## src/rtl/adder_arb_pkg.sv

```systemverilog
// Shared types and defaults for the shared-adder arbiter.
package adder_arb_pkg;

   typedef enum logic [1:0] {
      IDLE = 2'd0,
      CALC = 2'd1,
      DONE = 2'd2
   } state_t;

   localparam int DEF_N       = 8;
   localparam int DEF_NUM_REQ = 4;
   localparam int CNT_W       = 16;

endpackage

```

## src/rtl/RippleCarry_Adder.sv

```systemverilog
// Unsigned N-bit ripple-carry adder; the carry-out lands in result[N].
module RippleCarry_Adder #(
   parameter int N = 8
) (
   input  logic [N-1:0] num1,
   input  logic [N-1:0] num2,
   output logic [N:0]   result
);

   logic [N:0] carry;

   assign carry[0] = 1'b0;

   genvar i;
   generate
      for (i = 0; i < N; i++) begin : g_fa
         assign result[i]  = num1[i] ^ num2[i] ^ carry[i];
         assign carry[i+1] = (num1[i] & num2[i]) | (carry[i] & (num1[i] ^ num2[i]));
      end
   endgenerate

   assign result[N] = carry[N];

endmodule

```

## src/rtl/adder_share_arbiter.sv

```systemverilog
// Round-robin arbiter sharing one ripple-carry adder among NUM_REQ requesters.
// Optional per-requester grant counters are built when ADDER_ARB_STATS_EN is defined.
//
// Handshakes: a transfer happens on a rising edge where valid and ready are both
// high. req_ready is only offered in IDLE and never depends on req_valid of other
// requesters beyond the round-robin search; resp_valid, once high, holds with its
// data stable until resp_ready is seen high at an edge.
module adder_share_arbiter
   import adder_arb_pkg::*;
#(
   parameter int N       = DEF_N,
   parameter int NUM_REQ = DEF_NUM_REQ,
   localparam int IDW    = (NUM_REQ > 1) ? $clog2(NUM_REQ) : 1
) (
   input  logic                 clk,
   input  logic                 rst,
   input  logic [NUM_REQ-1:0]   req_valid,
   output logic [NUM_REQ-1:0]   req_ready,
   input  logic [NUM_REQ*N-1:0] req_num1,
   input  logic [NUM_REQ*N-1:0] req_num2,
   output logic                 resp_valid,
   input  logic                 resp_ready,
   output logic [IDW-1:0]       resp_id,
   output logic [N:0]           resp_result,
   output logic                 busy,
`ifdef ADDER_ARB_STATS_EN
   output logic [NUM_REQ*CNT_W-1:0] grant_count,
`endif
   output logic [1:0]           dbg_state
);

   state_t         state;
   logic [IDW-1:0] rr_ptr;
   logic [N-1:0]   op1;
   logic [N-1:0]   op2;
   logic [N:0]     sum;
   logic           grant_found;
   logic [IDW-1:0] grant_idx;
   int             cand;

   RippleCarry_Adder #(.N(N)) u_adder (
      .num1   (op1),
      .num2   (op2),
      .result (sum)
   );

   // First valid requester at or after rr_ptr, wrapping at NUM_REQ.
   always_comb begin
      grant_found = 1'b0;
      grant_idx   = '0;
      cand        = 0;
      for (int k = 0; k < NUM_REQ; k++) begin
         cand = int'(rr_ptr) + k;
         if (cand >= NUM_REQ) cand = cand - NUM_REQ;
         if (!grant_found && req_valid[cand[IDW-1:0]]) begin
            grant_found = 1'b1;
            grant_idx   = cand[IDW-1:0];
         end
      end
   end

   always_comb begin
      req_ready = '0;
      if (!rst && state == IDLE && grant_found) req_ready[grant_idx] = 1'b1;
   end

   assign busy      = (state != IDLE);
   assign dbg_state = state;

   always_ff @(posedge clk) begin
      if (rst) begin
         state       <= IDLE;
         rr_ptr      <= '0;
         resp_valid  <= 1'b0;
         resp_result <= '0;
         resp_id     <= '0;
         op1         <= '0;
         op2         <= '0;
      end else begin
         case (state)
            IDLE: begin
               if (grant_found) begin
                  op1     <= req_num1[int'(grant_idx)*N +: N];
                  op2     <= req_num2[int'(grant_idx)*N +: N];
                  resp_id <= grant_idx;
                  state   <= CALC;
               end
            end
            CALC: begin
               resp_result <= sum;
               resp_valid  <= 1'b1;
               state       <= DONE;
            end
            DONE: begin
               if (resp_ready) begin
                  resp_valid <= 1'b0;
                  rr_ptr     <= (resp_id == IDW'(NUM_REQ - 1)) ? '0 : resp_id + 1'b1;
                  state      <= IDLE;
               end
            end
            default: state <= IDLE;
         endcase
      end
   end

`ifdef ADDER_ARB_STATS_EN
   logic [CNT_W-1:0] cnt [NUM_REQ];

   // Counters saturate rather than wrap so a long run never reports a small count.
   always_ff @(posedge clk) begin
      if (rst) begin
         for (int i = 0; i < NUM_REQ; i++) cnt[i] <= '0;
      end else begin
         for (int i = 0; i < NUM_REQ; i++) begin
            if (req_ready[i] && cnt[i] != {CNT_W{1'b1}}) cnt[i] <= cnt[i] + 1'b1;
         end
      end
   end

   always_comb begin
      grant_count = '0;
      for (int i = 0; i < NUM_REQ; i++) grant_count[i*CNT_W +: CNT_W] = cnt[i];
   end
`endif

endmodule

```

## config.mk

```make
export PLATFORM = sky130hd
export DESIGN_NAME = adder_share_arbiter
export DESIGN_NICKNAME = d
export VERILOG_FILES = /design/src/rtl/adder_arb_pkg.sv /design/src/rtl/RippleCarry_Adder.sv /design/src/rtl/adder_share_arbiter.sv
export SDC_FILE = /design/constraint.sdc
export NUM_CORES = 1
export LEC_CHECK = 0
export ABC_AREA = 0
export CORE_ASPECT_RATIO = 1.4
export CORE_MARGIN = 2
export CORE_UTILIZATION = 50
export CTS_BUF_LIST = sky130_fd_sc_hd__clkbuf_8 sky130_fd_sc_hd__clkbuf_16
export DETAILED_ROUTE_END_ITERATION = 7
export DONT_BUFFER_PORTS = 1
export PLACE_DENSITY = 0.63
export SLEW_MARGIN = 20
export SYNTH_ARGS = -nofsm -noshare
export SYNTH_HDL_FRONTEND = slang
export SYNTH_HIERARCHICAL = 1
export SYNTH_SLANG_ARGS = --single-unit
export TNS_END_PERCENT = 50
```

## constraint.sdc

```tcl
create_clock -name clk -period 7.9 [get_ports clk]
set_input_delay 1.58 -clock clk [delete_from_list [all_inputs] [get_ports clk]]
set_output_delay 1.58 -clock clk [all_outputs]
set_load 0.01 [all_outputs]
```

# Word level (Yosys, flattened, before mapping)
# Index checks and enable logic that the tools add are counted.
# op_classes
n_shift	2
n_bitwise	37
n_addsub	8
muxes	29
n_reduce_logical	17
eq_ne	5
order_cmp	10
# op_table
op	count
32-bit by 6-bit variable part select with 8-bit output	2
2-bit 2-to-1 mux	11
1-bit AND	15
2-bit by 3-bit less-than comparator with 1-bit output (second input constant)	5
1-bit bitwise XOR	15
1-bit 2-to-1 mux	10
3-bit >= comparator (second input constant)	3
1-bit binary-select mux with 2-bit select	4
2-bit AND reduction	4
2-bit by 1-bit subtractor with 2-bit output (second input constant)	4
1-bit OR	7
2-bit by 2-bit adder with 3-bit output (second input constant)	2
1-bit logical AND	6
2-bit one-hot mux with 3 select lines	1
2-bit equality test (second input constant)	2
1-bit logical NOT	4
4-bit 2-to-1 mux	1
2-bit inequality test (second input constant)	2
2-bit nonzero test	2
2-bit by 1-bit adder with 3-bit output (second input constant)	1
2-bit by 3-bit >= comparator with 1-bit output (second input constant)	1
2-bit by 1-bit adder with 2-bit output (second input constant)	1
1-bit demux with 2-bit select	1
2-bit by 1-bit equality test with 1-bit output (second input constant)	1
other kinds (3)	3
# totals
register_bits	32
output_inout_bits	19
elab_cells	115
inputBits	71

# Logic depth before layout (Yosys ltp)
# depth
depth_word	19
ltp_mapped	14
depth_no_buf	14

# Modules after synthesis
# The synthesis kept the hierarchy.
# modules_own_cells
module	seq_area_each_um2	cells_each	area_each_um2	instances
adder_share_arbiter	640.6	235	1890.6	1
RippleCarry_Adder	0.0	18	190.2	1

# Worst setup path after synthesis
# OpenSTA, ideal clock, no wires.
# synth_timing
path_kind	input to output
from	input req_valid[2]
to	output req_ready[0]
path_stages	6
path_slack_ps	3608
arrival_time_ps	2712
required_time_ps	6320
n_path_buf	2
cell_sequence	buf_2 or3_1 o21ai_2 buf_4 nor2_1 and2_1
# synth_between
elab_chain_cells	17
word_cells_on_any_way	29
classes_between	2 x order compare; 19 x mux; 8 x reduce/logical
# synth_lines
element	line_no	rtl
from (decl)	adder_share_arbiter.sv:17	input logic [NUM_REQ-1:0] req_valid,
1-bit binary-select mux with 2-bit select	adder_share_arbiter.sv:55	if (!grant_found && req_valid[cand[IDW-1:0]]) begin
1-bit 2-to-1 mux (implied by the code)	adder_share_arbiter.sv:55	
1-bit 2-to-1 mux	adder_share_arbiter.sv:55	
1-bit logical NOT	adder_share_arbiter.sv:55	
1-bit logical AND	adder_share_arbiter.sv:55	
1-bit 2-to-1 mux	adder_share_arbiter.sv:55	
1-bit logical NOT	adder_share_arbiter.sv:55	
1-bit logical AND	adder_share_arbiter.sv:55	
1-bit 2-to-1 mux	adder_share_arbiter.sv:55	
1-bit logical NOT	adder_share_arbiter.sv:55	
1-bit logical AND	adder_share_arbiter.sv:55	
2-bit 2-to-1 mux	adder_share_arbiter.sv:55	
2-bit by 3-bit less-than comparator with 1-bit output (implied by the code) / 2-bit by 1-bit >= comparator with 1-bit output (equally long branches)	adder_share_arbiter.sv:64	if (!rst && state == IDLE && grant_found) req_ready[grant_idx] = 1'b1;
1-bit logical AND (implied by the code)	adder_share_arbiter.sv:64	
1-bit 2-to-1 mux (implied by the code)	adder_share_arbiter.sv:64	
1-bit demux with 2-bit select	adder_share_arbiter.sv:64	
4-bit 2-to-1 mux *	adder_share_arbiter.sv:64	
to (decl)	adder_share_arbiter.sv:18	output logic [NUM_REQ-1:0] req_ready,
# Every way passes the cells marked *; elsewhere a longest branch is shown, timed or not. The select of a mux whose other input is x is not followed.

# Final worst setup path
# layout_timing
from	input req_valid[0]
to	output req_ready[0]
# The elaborated chain is that of the path after synthesis.

==> metrics.txt <==
most frequent cells in the layout 45 x nand2_1, 32 x dfxtp_1, 30 x a21oi_1, 26 x inv_1, 17 x mux2i_1; number of distinct library cells after synthesis 41; Final Setup Violations 0; Main synth FF type dfxtp_1; port bufs 0; DRC 0; initial antenna violation count 0; clk_lat worst skew 280 ps; Die X 58.5 um; pwr dens 227 nW/um^2; Worst EP arrival 2590 ps; TritonCTS clock tree done; RSZ-0062 raised after global routing false; Critical Path Sink Type primary output; Core Util, Final around 55%; Ys Warns 6; Avg Cell Area, Syn 8.22 um^2; antenna cell count 0; fin cells slightly below 300; final hold vios 0; CTS Sinks 32; Core Area 3950 um^2; largest net degree at the start of global routing 33; fin crit period 4170 ps; hpwl dp 3430 um; GRT overflow 0; Clock Skews 4.26 ps; EDFF count, synth 0; R2R depth 14; GPL Wtd Cong between 0.8 and 0.9; CTS clk-pin slew, worst paths 70 ps; post-synthesis cell count 253; first-pass GRT wire length 7330 um; vias in the first global route 1524; Worst slew margin 52.5%; io pins 90; filler instances 393; DIE HEIGHT about 80 um; crit start category primary input; Post-CTS Setup Repair Bufs 0; First DRT Iteration DRCs 66; starting density of the core 52.6%; Final #Nets between 300 and 400; reg2reg setup slack 4380 ps; row count 27; post-synthesis register bit count 32; MaxCap Viol Count 0; CP required around 6300 ps; sequential share of the synthesized area 30.8%; Antenna Nets Post-Route 0; crit-path max FO 13; vias per std cell 5.84; hold_sp resp_result[8]$_SDFFE_PP0P_; total wire length 4720 um; cts bufs inserted 5; commonest non-fill, non-tap cell in the layout nand2_1; GR Util All Layers 20.7%; hold endpoint resp_result[8]$_SDFFE_PP0P_; worst hold slack between 400 and 500 ps; Hold Crit Class register to register; ys async rst share 0%; status finished, final reports clean; syn nets approximately 330; Tcrit/Tclk final 52.7%; reg2reg end resp_result[7]$_SDFFE_PP0P_; H-tree depth 2; worst vdd ir 0.127 mV; RR Startpoint op1[0]$_SDFFE_PP0P_; worst hold stages 2; Slew @ Worst Pin 713 ps; layout cell share with drive strength beyond 1 7.69%; Post-CTS Resized 0; via count 1693; CP Class primary input to primary output; router iterations before antenna repair 4; LEAKAGE 0.916 nW; final setup TNS 0 ps; clk buf depth 2; mean routed wirelength per cell 16.3 um; Root Buffer clkbuf_8; synthesized area roughly 2100 um^2; maximum operating frequency 0.240 GHz; cts-stage hold buffer count 0; placed insts ~280; die footprint 4700 um^2; Slew Viols, Final 0; Area Growth Syn to Fin 4.15%
[kinds of logic after synthesis]
family / Yosys count / synth area share, %
AO/OA/AOI/OAI: 79 / 26.5
AND/OR/NAND/NOR: 73 / 16.1
buffers and inverters: 42 / 9.74
flip-flops: 32 / 30.8
multiplexers: 18 / 8.90
adder cells (fa/ha/maj): 9 / 7.94
[power breakdown]
group	leakage (nW)	internal (W)	total (W)	switching (W)
combinational	0.588	0.0000498	0.000114	0.0000642
clock	0.0645	0.000111	0.000173	0.0000614
sequential	0.264	0.000184	0.000204	0.0000206
total	0.916	0.000345	0.000491	0.000146
[layer usage]
metal / GRT usage [%] / part of all wire (%)
met2: 31.8 / 45
met1: 26.5 / 45
met3: 5.96 / 8.2
met4: 9.30 / 1.9
met5: 0 / 0
[cell usage after synthesis, types with 2 or more instances]
cell	n	area (um^2)
ha_1	2	25.0
nand2_1	45	169
mux2i_1	17	170
and2_1	4	25.0
or2_1	4	25.0
inv_1	26	97.6
o22ai_1	4	25.0
o21bai_1	4	30.0
dfxtp_1	32	641
a221oi_1	4	35.0
nor2_1	8	30.0
o21ai_1	15	75.1
buf_4	3	22.5
o21a_1	2	15.0
clkbuf_1	5	18.8
buf_2	3	15.0
buf_6	4	45.0
nor2b_1	2	12.5
a21oi_1	30	150
a221o_1	12	120
fa_1	7	140
[sequential cells by signal (all words and copies together) (netlist names)]
register and flops:
resp_valid 1, rr_ptr 2, op2 8, dbg_state 2, op1 8, resp_id 2
resp_result 9
[per-stage QoR]
step	instance area [um^2]	total power [W]	setup WS (ps)
after floorplan	2080	0.000305	3610
after global placement	2040	0.000320	3740
after detailed placement	2040	0.000322	3740
after CTS	2170	0.000497	3730
after global routing	2170	0.000521	3680
final	2170	0.000491	3730
[final cells by class]
class                           count  area (um^2)  area share (%)
Multi-Input combinational cell    179         1240            57.1
Sequential cell                    32          641            29.6
Tap cell                           43         53.8            2.48
Clock buffer                        7         96.3            4.45
Clock inverter                      1         30.0            1.39
Inverter                           27          101            4.68
Timing Repair Buffer                1         7.51           0.346
[worst max path at each step]
stage | startpoint | to | cells past startpoint
after floorplan | req_valid[2] | req_ready[0] | 6
after global placement | req_valid[0] | req_ready[0] | 3
after detailed placement | req_valid[0] | req_ready[0] | 3
after CTS | req_valid[0] | req_ready[0] | 3
after global routing | req_valid[0] | req_ready[0] | 3
final | req_valid[0] | req_ready[0] | 3
[critical path, cell delays in order]
cell and delay, ps:
or2b_1 230, o211ai_2 510, and2_1 260
Power figures use the tool's default switching activity.
